$ cat src/rtl/algo_run_ctrl.sv
// Run/sequencing controller in front of the sensor algorithm chain.
// Gates frames, pulses the chain reset and shadows cluster config between frames.
module algo_run_ctrl #(
    parameter int unsigned BKG_FRAMES      = 4,
    parameter int unsigned PKT_WORDS       = 163,
    parameter int unsigned ALGO_RST_CYCLES = 8,
    parameter logic [15:0] DEF_THRESHOLD   = 16'd0,
    parameter logic [15:0] DEF_SIZE        = 16'd1
) (
    input  logic        clk,
    input  logic        rst,
    input  logic        run_enable,
    input  logic        bkg_restart,
    input  logic [15:0] cfg_threshold_in,
    input  logic [15:0] cfg_size_in,
    input  logic [31:0] in_data,
    output logic        in_ready,
    input  logic        in_valid,
    input  logic        in_startofpacket,
    input  logic        in_endofpacket,
    input  logic [1:0]  in_empty,
    output logic [31:0] out_data,
    input  logic        out_ready,
    output logic        out_valid,
    output logic        out_startofpacket,
    output logic        out_endofpacket,
    output logic [1:0]  out_empty,
    output logic        algo_rst,
    output logic [15:0] cfg_threshold,
    output logic [15:0] cfg_size,
    output logic        bkg_phase,
    output logic [31:0] frame_count,
    output logic [15:0] drop_count,
    output logic        len_err
);
    localparam int RW = $clog2(ALGO_RST_CYCLES + 1);
    localparam int LW = $clog2(BKG_FRAMES + 1);

    typedef enum logic [1:0] {
        S_IDLE,
        S_ARST,
        S_LEARN,
        S_RUN
    } state_t;

    state_t          r_state;
    state_t          w_state_nxt;
    logic [RW-1:0]   r_rst_cnt;
    logic [LW-1:0]   r_learn_cnt;
    logic            r_pend;
    logic            r_pkt_active;
    logic            r_mode_fwd;
    logic            r_orphan;
    logic [7:0]      r_wcnt;
    logic [15:0]     r_thr;
    logic [15:0]     r_size;
    logic [31:0]     r_frames;
    logic [15:0]     r_drops;
    logic            r_len_err;

    logic            w_live;
    logic            w_req;
    logic            w_sop_fwd;
    logic            w_fwd;
    logic            w_xfer;
    logic            w_sop_x;
    logic            w_in_frame;
    logic            w_fwd_eop;
    logic            w_close;
    logic            w_take;
    logic            w_orphan;
    logic            w_drop_inc;
    logic            w_len_bad;
    logic [8:0]      w_cnt_now;

    // A pending stop/restart also blocks new frames so none slip in before it lands.
    assign w_live    = (r_state == S_LEARN) || (r_state == S_RUN);
    assign w_req     = w_live & (r_pend | ~run_enable | bkg_restart);
    assign w_sop_fwd = w_live & ~w_req;
    assign w_fwd     = in_startofpacket ? w_sop_fwd
                                        : (r_pkt_active & r_mode_fwd);

    assign in_ready          = w_fwd ? out_ready : 1'b1;
    assign out_valid         = w_fwd & in_valid;
    assign out_data          = in_data;
    assign out_startofpacket = in_startofpacket;
    assign out_endofpacket   = in_endofpacket;
    assign out_empty         = in_empty;

    assign w_xfer     = in_valid & in_ready;
    assign w_sop_x    = w_xfer & in_startofpacket;
    assign w_in_frame = in_startofpacket | r_pkt_active;
    assign w_fwd_eop  = w_xfer & in_endofpacket & w_in_frame & w_fwd;
    assign w_close    = w_xfer & r_pkt_active
                      & (in_endofpacket | in_startofpacket);
    assign w_take     = w_req & (~r_pkt_active | w_close);
    assign w_orphan   = w_xfer & ~w_in_frame;
    assign w_drop_inc = (w_sop_x & ~w_sop_fwd) | (w_orphan & ~r_orphan);

    assign w_cnt_now = in_startofpacket ? 9'd1 : {1'b0, r_wcnt} + 9'd1;
    assign w_len_bad = w_xfer & w_in_frame
                     & ((in_endofpacket & (w_cnt_now != 9'(PKT_WORDS)))
                      | (w_cnt_now > 9'(PKT_WORDS))
                      | (in_startofpacket & r_pkt_active));

    always_comb begin
        w_state_nxt = r_state;
        unique case (r_state)
            S_IDLE: begin
                if (run_enable && !r_pkt_active)
                    w_state_nxt = S_ARST;
            end
            S_ARST: begin
                if (!run_enable)
                    w_state_nxt = S_IDLE;
                else if (r_rst_cnt == RW'(ALGO_RST_CYCLES - 1))
                    w_state_nxt = S_LEARN;
            end
            S_LEARN: begin
                if (w_take)
                    w_state_nxt = run_enable ? S_ARST : S_IDLE;
                else if (w_fwd_eop
                         && r_learn_cnt == LW'(BKG_FRAMES - 1))
                    w_state_nxt = S_RUN;
            end
            S_RUN: begin
                if (w_take)
                    w_state_nxt = run_enable ? S_ARST : S_IDLE;
            end
            default: w_state_nxt = S_IDLE;
        endcase
    end

    always_ff @(posedge clk) begin
        if (rst) begin
            r_state      <= S_IDLE;
            r_rst_cnt    <= '0;
            r_learn_cnt  <= '0;
            r_pend       <= 1'b0;
            r_pkt_active <= 1'b0;
            r_mode_fwd   <= 1'b0;
            r_orphan     <= 1'b0;
            r_wcnt       <= '0;
            r_thr        <= DEF_THRESHOLD;
            r_size       <= DEF_SIZE;
            r_frames     <= '0;
            r_drops      <= '0;
            r_len_err    <= 1'b0;
        end else begin
            r_state   <= w_state_nxt;
            r_rst_cnt <= (r_state == S_ARST) ? r_rst_cnt + 1'b1 : '0;

            if (r_state != S_LEARN)
                r_learn_cnt <= '0;
            else if (w_fwd_eop)
                r_learn_cnt <= r_learn_cnt + 1'b1;

            if (w_take || !w_live)
                r_pend <= 1'b0;
            else if (w_req)
                r_pend <= 1'b1;

            if (w_sop_x) begin
                r_pkt_active <= ~in_endofpacket;
                r_mode_fwd   <= w_sop_fwd;
            end else if (w_xfer && r_pkt_active && in_endofpacket) begin
                r_pkt_active <= 1'b0;
            end

            if (w_xfer && w_in_frame)
                r_wcnt <= w_cnt_now[8] ? 8'hFF : w_cnt_now[7:0];

            if (w_sop_x)
                r_orphan <= 1'b0;
            else if (w_orphan)
                r_orphan <= ~in_endofpacket;

            if (w_drop_inc && r_drops != 16'hFFFF)
                r_drops <= r_drops + 16'd1;

            if (w_fwd_eop)
                r_frames <= r_frames + 32'd1;

            if (w_len_bad)
                r_len_err <= 1'b1;

            if (!r_pkt_active && !w_sop_x) begin
                r_thr  <= cfg_threshold_in;
                r_size <= cfg_size_in;
            end
        end
    end

    assign algo_rst      = (r_state == S_ARST);
    assign bkg_phase     = (r_state == S_LEARN);
    assign cfg_threshold = r_thr;
    assign cfg_size      = r_size;
    assign frame_count   = r_frames;
    assign drop_count    = r_drops;
    assign len_err       = r_len_err;
endmodule

$ cat config.mk
export PLATFORM = sky130hd
export DESIGN_NAME = algo_run_ctrl
export DESIGN_NICKNAME = d
export VERILOG_FILES = /design/src/rtl/algo_run_ctrl.sv
export SDC_FILE = /design/constraint.sdc
export NUM_CORES = 1
export LEC_CHECK = 0
export CAP_MARGIN = 30
export CORE_ASPECT_RATIO = 0.7
export CORE_MARGIN = 2
export CORE_UTILIZATION = 49
export CTS_BUF_LIST = sky130_fd_sc_hd__clkbuf_8
export DETAILED_ROUTE_END_ITERATION = 8
export GPL_ROUTABILITY_DRIVEN = 0
export PLACE_DENSITY = 0.92
export REMOVE_ABC_BUFFERS = 1
export SLEW_MARGIN = 25
export SYNTH_ARGS = -nofsm -noshare
export SYNTH_HDL_FRONTEND = slang
export SYNTH_SLANG_ARGS = --single-unit
$ cat constraint.sdc
create_clock -name clk -period 5.25 [get_ports clk]
set_input_delay 1.05 -clock clk [delete_from_list [all_inputs] [get_ports clk]]
set_output_delay 1.05 -clock clk [all_outputs]
set_load 0.005 [all_outputs]
==> metrics.cfg <==
[synth]
synth_seq_cells = 102
synth_flop_cell = dfxtp_1
synth-edff-count = 0
syn_inst = 578
syn_area_per_cell_sq_um = 8.763
syn-cell-area_sq_um = 5065
synth_cell_types = 61
async_reset_ff_share_pct = 0
ys_seq_area_share_pct = 40.32
ys_warn_count = 0

[global_routing]
track_usage_pct = 24.57
grt_pass1_vias = 4260
grt_max_degree = 46
grt_pass1_wl_mm = 21.81
antenna_found_initial = 0
grt_remaining_overflow = 0

[route]
vias_per_cell = 5.882
drtIter0Drc = 240
vias = 4635
drc = 0
detail_route.wirelength_mm = 14.02
wl_per_cell_microns = 17.79
drtPass1Iterations = 8
ant_nets = 0

[clock_tree]
clk_root_buffer_cell = clkbuf_8
cts_hold_buf = 0
clock-sinks = 102
htree_levels = 3
cts_tree = built
cts_buffer_depth = 2
cts_made_buffers = 9
clkTransAtPathRegs_ns = 0.09
postCtsSetupRepairBufs = 0
cts_resized = 0
insertion_delay_ns = 0.36

[finish]
register_area_sq_um = 2042
final_nets = 731
syn_to_final_growth_pct = 24.63
most-common-layout-cells = clkdlybuf4s50_1 (125), dfxtp_1 (102), nor2_1 (69)
fin_area_sq_um = 6312
layout_commonest_cell = clkdlybuf4s50_1
multi_input_area_sq_um = 2537
nFillCells = 858
drive_gt1_share_pct = 5.640
num_antenna_cells = 0
utilization_pct = 61.88

[critical_path]
cp_max_fo = 8
startpoint_type = primary input
cp.arrival_ns = 3.10
ff2ff_setup_slack_ns = 2.59
r2r-start = r_state[1]
cp.required_ns = 4.20
path_buf_inv = 2
slowest_stage = clkdlybuf4s50_1
path_cells = clkdlybuf4s50_1 -> nand4bb_1 -> mux2i_4 -> or2b_1 -> clkdlybuf4s50_1
cpMostUsedCell = clkdlybuf4s50_1
cp_top_family = buffers and inverters
r2r_cells = 6
max_stage_delay_ns = 0.51
end_kind = primary output
regToRegEndpoint = cfg_size[4]
critical_path_class = primary input to primary output

[timing]
maxSlewHeadroom_pct = 41.11
layout_setup_ws_ns = 1.103
finalCritPeriodShare_pct = 78.98
setup_tns_ns = 0
grt_setup_unrepaired = no
finalHoldViolations = 0
tightestPinTransition_ns = 0.8765
drv_slew = 0
holdWs_ns = 0.4588
fin_crit_ns = 4.147
clock.fmax_ghz = 0.2412
fin_skew_ns = 0.009629
setup_viol = 0

[worst_hold_path]
min_path_cells = 1
holdPathEnd = r_rst_cnt[0]
hp-class = register to register
hold_path_startpoint = r_rst_cnt[0]

[flow_run]
cap_violations = 0

[status]
status = complete, no violations

[floorplan]
core_area_sq_um = 10200
ios = 195
rows = 31
dieArea_sq_um = 11180
start_util_pct = 49.65
die_w_microns = 125.5
die_h_microns = 89.06

[placement]
post-dp-hpwl_mm = 10.10
place_ws_ns = 1.100
placed_area_sq_um = 6076
place.port_buffers = 126

[power]
p_leak_uw = 0.002284
powerDensity_nw_per_um2 = 247.4
ir_worst_vdd_uv = 227.7

## metal layers
metal / global-route usage, % / up-vias / wire length (microns)
met4: 5.960 / 0 / 140
met2: 38.87 / 228 / 6291
met5: 3.782 / - / 0
li1: - / 2187 / -
met3: 11.67 / 15 / 1527
met1: 30.44 / 2205 / 6059
## sequential cells by signal (all words and copies together) (netlist names)
register / cells
cfg_size: 16
len_err: 1
r_pend: 1
drop_count: 16
r_pkt_active: 1
r_wcnt: 8
r_mode_fwd: 1
r_rst_cnt: 4
frame_count: 32
r_learn_cnt: 3
cfg_threshold: 16
r_state: 2
r_orphan: 1
## through the flow
stage	instances	total power (uW)
after floorplan	509	889.2
after global placement	772	987.1
after detailed placement	772	993.7
after CTS	788	1576
after global routing	788	1623
final	788	1562
## logic make-up after synthesis
family | share of synthesized area, %
simple gates | 25.54
flops | 40.32
compound gates | 11.46
buf+inv | 9.585
mux | 8.325
xor+xnor | 3.286
fa+ha+maj | 1.482
## report_power, final
group	switching, uW	internal [uW]	leakage, uW
Sequential	16.7	796	0.000830
Combinational	72.7	92.2	0.00133
Clock	270	314	0.000119
Total	360	1200	0.00228
## worst max-delay path by stage
stage / endpoint / cells past startpoint / slack (ns) / startpoint
2_1_floorplan: cfg_size[0] / 5 / 2.18 / bkg_restart
3_3_place_gp: out_valid / 5 / 1.14 / run_enable
3_5_place_dp: in_ready / 5 / 1.10 / run_enable
4_1_cts: in_ready / 5 / 1.10 / run_enable
5_1_grt: in_ready / 5 / 1.02 / run_enable
6_report: in_ready / 5 / 1.10 / run_enable
## final cells by class
type	instances	share of cell area, %
clock buffer	9	1.962
clock inverter	7	1.784
inverter	10	0.5946
multi-input combinational	397	40.20
sequential	102	32.35
tap	132	2.616
timing repair buffer	131	20.50
## cells in the mapped netlist (2+ instances only)
cell type | count | area [sq um]
o31ai_1 | 9 | 67.56
buf_4 | 37 | 277.8
inv_1 | 10 | 37.54
or2b_1 | 2 | 15.01
nor3b_1 | 3 | 22.52
nand2b_1 | 2 | 12.51
buf_6 | 6 | 67.56
o221ai_1 | 2 | 17.52
nor3_1 | 17 | 85.08
nand2_1 | 26 | 97.59
xor2_1 | 5 | 43.79
o21ai_0 | 19 | 95.09
dfxtp_1 | 102 | 2042
buf_2 | 4 | 20.02
a21oi_1 | 44 | 220.2
and4_1 | 4 | 35.03
mux2i_1 | 35 | 350.3
a31oi_1 | 7 | 43.79
and2_1 | 3 | 18.77
and2b_1 | 2 | 15.01
or3_1 | 19 | 118.9
nor4_1 | 9 | 56.30
clkbuf_1 | 22 | 82.58
mux2_2 | 3 | 33.78
nor2_1 | 69 | 259.0
nor4_2 | 2 | 25.02
nand4_2 | 2 | 25.02
nand4_1 | 17 | 106.4
and4b_1 | 3 | 30.03
nor2b_1 | 4 | 25.02
nand3_1 | 25 | 125.1
or4_1 | 10 | 75.07
and3_1 | 6 | 37.54
xnor2_1 | 14 | 122.6
ha_1 | 6 | 75.07
o21a_1 | 3 | 22.52
Power figures use the tool's default switching activity.
